<file path="config.mk">
export PLATFORM = sky130hd
export DESIGN_NAME = fetch_stage
export DESIGN_NICKNAME = d
export VERILOG_FILES = /design/src/rtl/fetch_stage_pkg.sv /design/src/rtl/fetch_stage_sat_counter.sv /design/src/rtl/fetch_stage.sv
export SDC_FILE = /design/constraint.sdc
export NUM_CORES = 1
export LEC_CHECK = 0
export ABC_AREA = 1
export CAP_MARGIN = 20
export CELL_PAD_IN_SITES_DETAIL_PLACEMENT = 0
export CELL_PAD_IN_SITES_GLOBAL_PLACEMENT = 1
export CORE_ASPECT_RATIO = 0.5
export CORE_MARGIN = 2
export CORE_UTILIZATION = 37
export CTS_BUF_LIST = sky130_fd_sc_hd__clkbuf_2 sky130_fd_sc_hd__clkbuf_4 sky130_fd_sc_hd__clkbuf_8
export DETAILED_ROUTE_END_ITERATION = 6
export GPL_ROUTABILITY_DRIVEN = 0
export PLACE_DENSITY_LB_ADDON = 0.1
export SETUP_SLACK_MARGIN = 0.4
export SKIP_CTS_REPAIR_TIMING = 1
export SLEW_MARGIN = 20
export SYNTH_ARGS = -nofsm -noshare
export SYNTH_HDL_FRONTEND = slang
export SYNTH_HIERARCHICAL = 1
export SYNTH_SLANG_ARGS = --single-unit
</file>
<file path="constraint.sdc">
create_clock -name clock -period 3.8 [get_ports clock]
set_input_delay 0.76 -clock clock [delete_from_list [all_inputs] [get_ports clock]]
set_output_delay 0.76 -clock clock [all_outputs]
set_load 0.05 [all_outputs]
</file>
<file path="src/rtl/fetch_stage_pkg.sv">
// Purpose : shared constants, next-PC selector encoding and helpers for the
//           IF stage of the 5-stage MIPS core.
// Contents: NOP_INSTR        - encoding of the bubble instruction (sll $0,$0,0)
//           RESET_PC_DEFAULT - default PC loaded on reset
//           PC_STEP          - sequential fetch increment
//           pc_sel_e         - which source feeds the PC on the next edge
//           align_word()     - clears PC[1:0] on every PC load
package fetch_stage_pkg;

   localparam logic [31:0] NOP_INSTR        = 32'h0000_0000;
   localparam logic [31:0] RESET_PC_DEFAULT = 32'h0000_0000;
   localparam logic [31:0] PC_STEP          = 32'h0000_0004;

   typedef enum logic [1:0] {
      SEL_SEQ    = 2'd0,
      SEL_STALL  = 2'd1,
      SEL_JUMP   = 2'd2,
      SEL_BRANCH = 2'd3
   } pc_sel_e;

   // Instruction addresses are word aligned; the low two bits never reach the PC.
   function automatic logic [31:0] align_word(input logic [31:0] addr);
      return {addr[31:2], 2'b00};
   endfunction

endpackage

</file>
<file path="src/rtl/fetch_stage_sat_counter.sv">
// Purpose : W-bit event counter that sticks at all-ones instead of wrapping.
// Ports   : clock  in  rising-edge clock
//           reset  in  asynchronous active-low reset (clears the count)
//           inc    in  count one event this cycle
//           count  out registered count value
module sat_counter #(
   parameter int W = 16
) (
   input  logic         clock,
   input  logic         reset,
   input  logic         inc,
   output logic [W-1:0] count
);

   logic [W-1:0] count_d;
   logic [W-1:0] count_q;

   // Next count: advance on an event unless already saturated.
   always_comb begin
      count_d = count_q;
      if (inc && (count_q != {W{1'b1}})) begin
         count_d = count_q + {{(W-1){1'b0}}, 1'b1};
      end else begin
         count_d = count_q;
      end
   end

   // Count register.
   always_ff @(posedge clock or negedge reset) begin
      if (!reset) begin
         count_q <= {W{1'b0}};
      end else begin
         count_q <= count_d;
      end
   end

   assign count = count_q;

endmodule

</file>
<file path="src/rtl/fetch_stage.sv">
// Purpose : IF stage. Holds the PC, picks the next PC (PC+4, jump, taken
//           branch), drives the instruction-memory address and registers the
//           IF/ID latch. Redirects turn the IF/ID slot into a NOP bubble.
// Ports   : clock, reset          rising-edge clock, async active-low reset
//           PCWrite, IFID_Write   hazard-unit enables (0 = hold)
//           Jump, JumpTarget      J in ID and its target
//           PCSrc, BranchTarget   taken branch and its target
//           instr_addr            instruction-memory address (= PC)
//           instr_rdata           instruction-memory data (combinational read)
//           IFID_PC4/instr/valid  IF/ID pipeline latch towards ID
//           cnt_fetch/stall/flush saturating event counters for CPI debug
module fetch_stage
   import fetch_stage_pkg::*;
#(
   parameter logic [31:0] RESET_PC  = RESET_PC_DEFAULT,
   parameter int          CNT_WIDTH = 16
) (
   input  logic                 clock,
   input  logic                 reset,
   input  logic                 PCWrite,
   input  logic                 IFID_Write,
   input  logic                 Jump,
   input  logic [31:0]          JumpTarget,
   input  logic                 PCSrc,
   input  logic [31:0]          BranchTarget,
   output logic [31:0]          instr_addr,
   input  logic [31:0]          instr_rdata,
   output logic [31:0]          IFID_PC4,
   output logic [31:0]          IFID_instr,
   output logic                 IFID_valid,
   output logic [CNT_WIDTH-1:0] cnt_fetch,
   output logic [CNT_WIDTH-1:0] cnt_stall,
   output logic [CNT_WIDTH-1:0] cnt_flush
);

   pc_sel_e     pc_sel;
   logic [31:0] pc_plus4;
   logic [31:0] pc_d,       pc_q;
   logic [31:0] ifid_pc4_d, ifid_pc4_q;
   logic [31:0] ifid_instr_d, ifid_instr_q;
   logic        ifid_valid_d, ifid_valid_q;
   logic        fetch_inc;
   logic        stall_inc;
   logic        flush_inc;

   // Modulo-2^32 sequential address; 32'hFFFF_FFFC + 4 wraps to 0.
   assign pc_plus4 = pc_q + PC_STEP;

   // Next-PC priority: a taken branch squashes a stalled or jumping ID
   // instruction (it is wrong-path); a stall defers a pending jump until release.
   always_comb begin
      pc_sel = SEL_SEQ;
      if (PCSrc) begin
         pc_sel = SEL_BRANCH;
      end else if (!PCWrite) begin
         pc_sel = SEL_STALL;
      end else if (Jump) begin
         pc_sel = SEL_JUMP;
      end else begin
         pc_sel = SEL_SEQ;
      end
   end

   // PC, IF/ID and counter-event selection.
   always_comb begin
      pc_d         = pc_q;
      ifid_pc4_d   = ifid_pc4_q;
      ifid_instr_d = ifid_instr_q;
      ifid_valid_d = ifid_valid_q;
      fetch_inc    = 1'b0;
      stall_inc    = 1'b0;
      flush_inc    = 1'b0;
      case (pc_sel)
         SEL_BRANCH: begin
            pc_d         = align_word(BranchTarget);
            ifid_instr_d = NOP_INSTR;
            ifid_valid_d = 1'b0;
            flush_inc    = 1'b1;
         end
         SEL_STALL: begin
            stall_inc = 1'b1;
            // IFID_Write without PCWrite is never issued by the hazard unit;
            // if it happens the slot simply reloads the held PC's instruction.
            if (IFID_Write) begin
               ifid_pc4_d   = pc_plus4;
               ifid_instr_d = instr_rdata;
               ifid_valid_d = 1'b1;
               fetch_inc    = 1'b1;
            end else begin
               ifid_pc4_d   = ifid_pc4_q;
               ifid_instr_d = ifid_instr_q;
               ifid_valid_d = ifid_valid_q;
            end
         end
         SEL_JUMP: begin
            pc_d         = align_word(JumpTarget);
            ifid_instr_d = NOP_INSTR;
            ifid_valid_d = 1'b0;
            flush_inc    = 1'b1;
         end
         SEL_SEQ: begin
            pc_d         = align_word(pc_plus4);
            ifid_pc4_d   = pc_plus4;
            ifid_instr_d = instr_rdata;
            ifid_valid_d = 1'b1;
            fetch_inc    = 1'b1;
         end
         default: begin
            pc_d         = pc_q;
            ifid_pc4_d   = ifid_pc4_q;
            ifid_instr_d = ifid_instr_q;
            ifid_valid_d = ifid_valid_q;
         end
      endcase
   end

   // PC and IF/ID pipeline latch.
   always_ff @(posedge clock or negedge reset) begin
      if (!reset) begin
         pc_q         <= align_word(RESET_PC);
         ifid_pc4_q   <= 32'h0000_0000;
         ifid_instr_q <= NOP_INSTR;
         ifid_valid_q <= 1'b0;
      end else begin
         pc_q         <= pc_d;
         ifid_pc4_q   <= ifid_pc4_d;
         ifid_instr_q <= ifid_instr_d;
         ifid_valid_q <= ifid_valid_d;
      end
   end

   assign instr_addr = pc_q;
   assign IFID_PC4   = ifid_pc4_q;
   assign IFID_instr = ifid_instr_q;
   assign IFID_valid = ifid_valid_q;

   sat_counter #(.W(CNT_WIDTH)) u_cnt_fetch (
      .clock (clock),
      .reset (reset),
      .inc   (fetch_inc),
      .count (cnt_fetch)
   );

   sat_counter #(.W(CNT_WIDTH)) u_cnt_stall (
      .clock (clock),
      .reset (reset),
      .inc   (stall_inc),
      .count (cnt_stall)
   );

   sat_counter #(.W(CNT_WIDTH)) u_cnt_flush (
      .clock (clock),
      .reset (reset),
      .inc   (flush_inc),
      .count (cnt_flush)
   );

endmodule
</file>
* Word-level counts from Yosys, hierarchy flattened
Cells that the tools add are included.
** Cells by class
- Add/sub/neg operators :: 4
- Mux-type cells :: 14
- Equal/unequal tests :: 7
- Reduce and logical (&&, ||, !) cells :: 8
** Operator list (number)
- 32-bit case mux with 3 select lines :: 2
- 32-bit two-way mux :: 2
- 32-bit case mux with 2 select lines :: 1
- 16-bit by 1-bit adder with 16-bit output, second input constant :: 3
- 16-bit != test, second input constant :: 3
- 32-bit by 3-bit adder with 32-bit output, second input constant :: 1
- 2-bit two-way mux :: 3
- 2-bit equality test, second input constant :: 2
- 1-bit two-way mux :: 4
- 1-bit logical AND :: 3
- 1-bit case mux with 3 select lines :: 1
- 3-bit nonzero test :: 1
- 2-bit by 1-bit equality test with 1-bit output, second input constant :: 1
- 2-bit zero test :: 1
- 2-bit != test, second input constant :: 1
- 1-bit case mux with 2 select lines :: 1
- 2-bit AND reduction :: 1
- 2-bit nonzero test :: 1
- 2-bit OR reduction :: 1
** Storage, ports and cells
- Logic and storage cells :: 40
- Output and inout port bits :: 145
- Register bits after elaboration :: 145
- Input port bits :: 102

* Depth between registers and ports, before layout
- Word-level depth :: 7
- Mapped depth :: 13
- Mapped depth without buffers :: 12

* By module
The synthesis kept the hierarchy.
** By module, submodules not included
- fetch_stage :: area each 4763.3 um^2, sequential area each 2327.2 um^2, cells an instance 592, times used 1
- sat_counter :: area each 1058.5 um^2, sequential area each 400.4 um^2, cells an instance 149, times used 3

* Worst setup path after synthesis
OpenSTA, ideal clock, no wires.
- Path kind :: input-to-reg
- From :: in PCSrc
- To :: reg u_cnt_fetch.count_q[15], in the netlist u_cnt_fetch/count[15]
- Setup slack :: 1.714 ns
- Path buffers :: 1
- Data arrival time :: 1.973 ns
- Required time :: 3.687 ns
- Library setup time :: 0.113 ns
- Stages on the path :: 11
- Path through :: inv_1 > nand2_1 > nor2_4 > buf_2 > inv_1 > nor2_1 > nand2_1 > nor2_1 > nand3_1 > nand2_1 > inv_1
** Between the ends
- Word-level cells in the longest chain between the ends :: 4
- Elaborated cells on any way between the ends :: 5
- Those cells by class :: eq/ne: 1; mux: 2; reduce/logical: 2
** Ends and longest elaborated chain
- from (decl) :: line fetch_stage.sv:24 : input logic PCSrc,
- 2-bit two-way mux * :: line fetch_stage.sv:53 : if (PCSrc) begin
- 2-bit by 1-bit equality test with 1-bit output or 2-bit zero test (tied branches) :: line fetch_stage.sv:73 : case (pc_sel)
- 1-bit case mux with 2 select lines * :: line fetch_stage.sv:73
- net fetch_inc :: line fetch_stage.sv:42 : logic fetch_inc;
- 1-bit logical AND * :: line fetch_stage_sat_counter.sv:21 : if (inc && (count_q != {W{1'b1}})) begin
- to (signal assigned) :: line fetch_stage_sat_counter.sv:31 : count_q <= {W{1'b0}};
- to (signal assigned) :: line fetch_stage_sat_counter.sv:33 : count_q <= count_d;
- to (decl) :: line fetch_stage_sat_counter.sv:16 : logic [W-1:0] count_q;
The timed path passes the listed nets; every way through them passes the cells marked *.
A chain may end at the register's enable or synchronous reset.

* Worst setup path in the final report
- From :: reg pc_q[15], in the netlist instr_addr[15]
- To :: out instr_addr[15]
** RTL lines
- from (decl) :: line fetch_stage.sv:38 : logic [31:0] pc_d, pc_q;
- from (signal assigned) :: line fetch_stage.sv:120 : pc_q <= align_word(RESET_PC);
- from (signal assigned) :: line fetch_stage.sv:125 : pc_q <= pc_d;
- to (decl) :: line fetch_stage.sv:26 : output logic [31:0] instr_addr,
No word-level cell between the ends.

==> flow_summary_export.csv <==
group,metric,value,unit
status,status,"complete, no violations",
sta,drv_slew,0,
die,ios,247,
critical_path,cp-start-kind,"flip-flop",
layout,final_cell_mix,"395 x nand2_1, 237 x clkdlybuf4s50_1, 141 x dfrtp_1, 103 x nor2_1, 82 x inv_1",
layout,multiInputGateArea,3880,sq um
critical_path,critPathTopFamily,"buffers and inverters",
placed_design,placed_area,10600,sq um
critical_path,cp.arrival,1.82,ns
route,first_pass_iters,5,
critical_path,crit_type,"flip-flop to output pin",
critical_path,timing.rr.end,"IFID_PC4[24]$_DFFE_PN0P_",
logic_synthesis,postSynthCellCount,1039,
die,start_util,38.2,%
sta,finalHoldViolCount,0,
power_and_ir_drop,peakVddDrop,0.438,mV
placed_design,dp_hpwl,18.5,mm
layout,diodes,0,
grt,grt_antenna_before_repair,1,
power_and_ir_drop,powerDensity,471,nW/um^2
critical_path,cpMaxStageDelayCell,"clkdlybuf4s50_1",
layout,fin_nets,1383,
layout,fill_cells,2062,
grt,grt_pass1_vias,7473,
route,antenna_left,0,
sta,worst_pin_slew,0.725,ns
clock_network,clock_path_buffers,2,
clock_network,cts_tree,"built",
route,wirelength,24.9,mm
critical_path,cp-end-kind,"output pin",
sta,final.min_clock_period,2.58,ns
sta,fmax,388,MHz
die,die_w,211,um
job,max-cap-violations,0,
die,die_height,108,um
critical_path,crit_chain,"clkdlybuf4s50_1",
power_and_ir_drop,leakagePower,4.95,nW
clock_network,clock_latency,0.48,ns
grt,grt_remaining_overflow,0,
grt,grt_max_degree,75,
placed_design,port_buffers,238,
layout,seqCellArea,3530,sq um
route,via_count,7614,
critical_path,crit_buf_inv,1,
critical_path,rrSetupSlack,1.92,ns
logic_synthesis,syn-cell-area,7940,sq um
logic_synthesis,synth_cell_type_count,35,
logic_synthesis,avgSynthCellArea,7.64,sq um
sta,rsz0062_at_grt,"false",
sta,timing.setup.tns,0,ns
sta,slew_headroom,51.7,%
sta,setup_violations,0,
route,drt_iter0_drc,420,
clock_network,cts_root_buffer,"clkbuf_8",
clock_network,clock-sinks,141,
logic_synthesis,yosysWarnings,6,
worst_hold_path,min_path_type,"input pin to asynchronous set/reset pin",
critical_path,slowest_delay,0.89,ns
route,vias_per_cell,4.87,
layout,area_delta_synth_final,38.2,%
critical_path,crit_fanout,5,
grt,grt_usage,22.9,%
clock_network,h-tree-depth,4,
die,coreArea,20800,sq um
clock_network,clk_pin_slew,0.08,ns
layout,fin_area,11000,sq um
route,drt-wirelength-per-cell,15.9,um
logic_synthesis,ys_ff_latch,141,
critical_path,rr_worst_depth,10,
critical_path,cp.required,3.04,ns
die,die_area,22700,sq um
layout,drive_gt1_share,8.53,%
sta,period_share,67.8,%
clock_network,cts_buffers,17,
logic_synthesis,seq_area_frac_synth,44.4,%
grt,grt_pass1_wl,39.9,mm
route,drcViolationCount,0,
sta,skew,0.00819,ns
die,num_rows,37,
critical_path,r2r_start,"instr_addr[2]$_DFFE_PN0P_",
layout,mostFrequentLayoutCell,"nand2_1",
## area by class of cell
type	count	share of cell area, %
clock buffers	22	2.70
well taps	273	3.11
flip-flops and latches	141	32.2
clock inverters	9	1.00
multi-input cells	780	35.4
repair buffers	249	22.6
inverters	88	3.01
## metrics by stage
step | cells | hold slack, ns | setup slack (ns) | power (mW) | utilization (%)
final | 1562 | 0.272 | 1.22 | 5.17 | 52.8
after global routing | 1562 | 0.305 | 1.12 | 5.46 | 52.8
after CTS | 1562 | 0.286 | 1.18 | 5.24 | 52.8
after detailed placement | 1531 | 0.465 | 0.770 | 3.95 | 50.8
after global placement | 1531 | 0.460 | 0.805 | 3.93 | 50.8
after floorplan | 1042 | 0.464 | 1.71 | 3.20 | -
## synthesized netlist by cell type, drive strengths merged
| cell type | instances | area, sq um |
|---|---|---|
| a21oi | 14 | 70.1 |
| a221oi | 8 | 70.1 |
| a22o | 32 | 280 |
| a22oi | 2 | 15.0 |
| a2bb2oi | 1 | 8.76 |
| a31oi | 7 | 43.8 |
| buf | 26 | 180 |
| clkbuf | 7 | 27.5 |
| conb | 1 | 3.75 |
| dfrtp | 141 | 3530 |
| ha | 4 | 50.1 |
| inv | 88 | 330 |
| nand2 | 410 | 1590 |
| nand3 | 37 | 185 |
| nand3b | 2 | 15.0 |
| nand4 | 19 | 164 |
| nor2 | 138 | 711 |
| nor3 | 4 | 20.0 |
| o211ai | 2 | 15.0 |
| o21a | 2 | 15.0 |
| o21ai | 59 | 318 |
| or2 | 2 | 12.5 |
| xnor2 | 17 | 149 |
| xor2 | 16 | 140 |
## per-layer routing
layer	vias up	part of all wire, %	GRT usage, %
li1	3786	-	-
met1	3643	47	29.9
met4	2	1.3	7.24
met3	20	4.3	5.08
met5	-	0.044	0
met2	163	47	37.9
## state kept, by name (all words and copies together), names as in the netlist
name and flops:
IFID_valid 1, u_cnt_fetch/count 16, IFID_instr 32, u_cnt_stall/count 16, u_cnt_flush/count 16, IFID_PC4 30
instr_addr 30
## kinds of logic after synthesis
family | Yosys count | share of synthesized area [%]
flops | 141 | 44.4
buf+inv | 121 | 6.78
simple gates | 612 | 33.9
compound gates | 127 | 10.5
xor+xnor | 33 | 3.64
fa+ha+maj | 4 | 0.630
other cells | 1 | 0.0472
## report_power, final
group	total [mW]	internal (mW)	switching [mW]
logic	1.95	0.661	1.29
clock network	1.26	0.656	0.607
registers	1.96	1.71	0.252
total	5.17	3.02	2.15
## how the worst max path moves through the flow
stage | from | endpoint | slack, ns | cells after the start
2_1_floorplan | PCSrc | u_cnt_fetch/count[15]$_DFFE_PN0P_ | 1.71 | 11
3_3_place_gp | PCSrc | IFID_PC4[12]$_DFFE_PN0P_ | 0.81 | 6
3_5_place_dp | PCSrc | IFID_PC4[11]$_DFFE_PN0P_ | 0.77 | 6
4_1_cts | instr_addr[2]$_DFFE_PN0P_ | instr_addr[2] | 1.18 | 1
5_1_grt | PCSrc | IFID_PC4[12]$_DFFE_PN0P_ | 1.12 | 6
6_report | instr_addr[15]$_DFFE_PN0P_ | instr_addr[15] | 1.22 | 1
(Power assumes the default switching activity.)
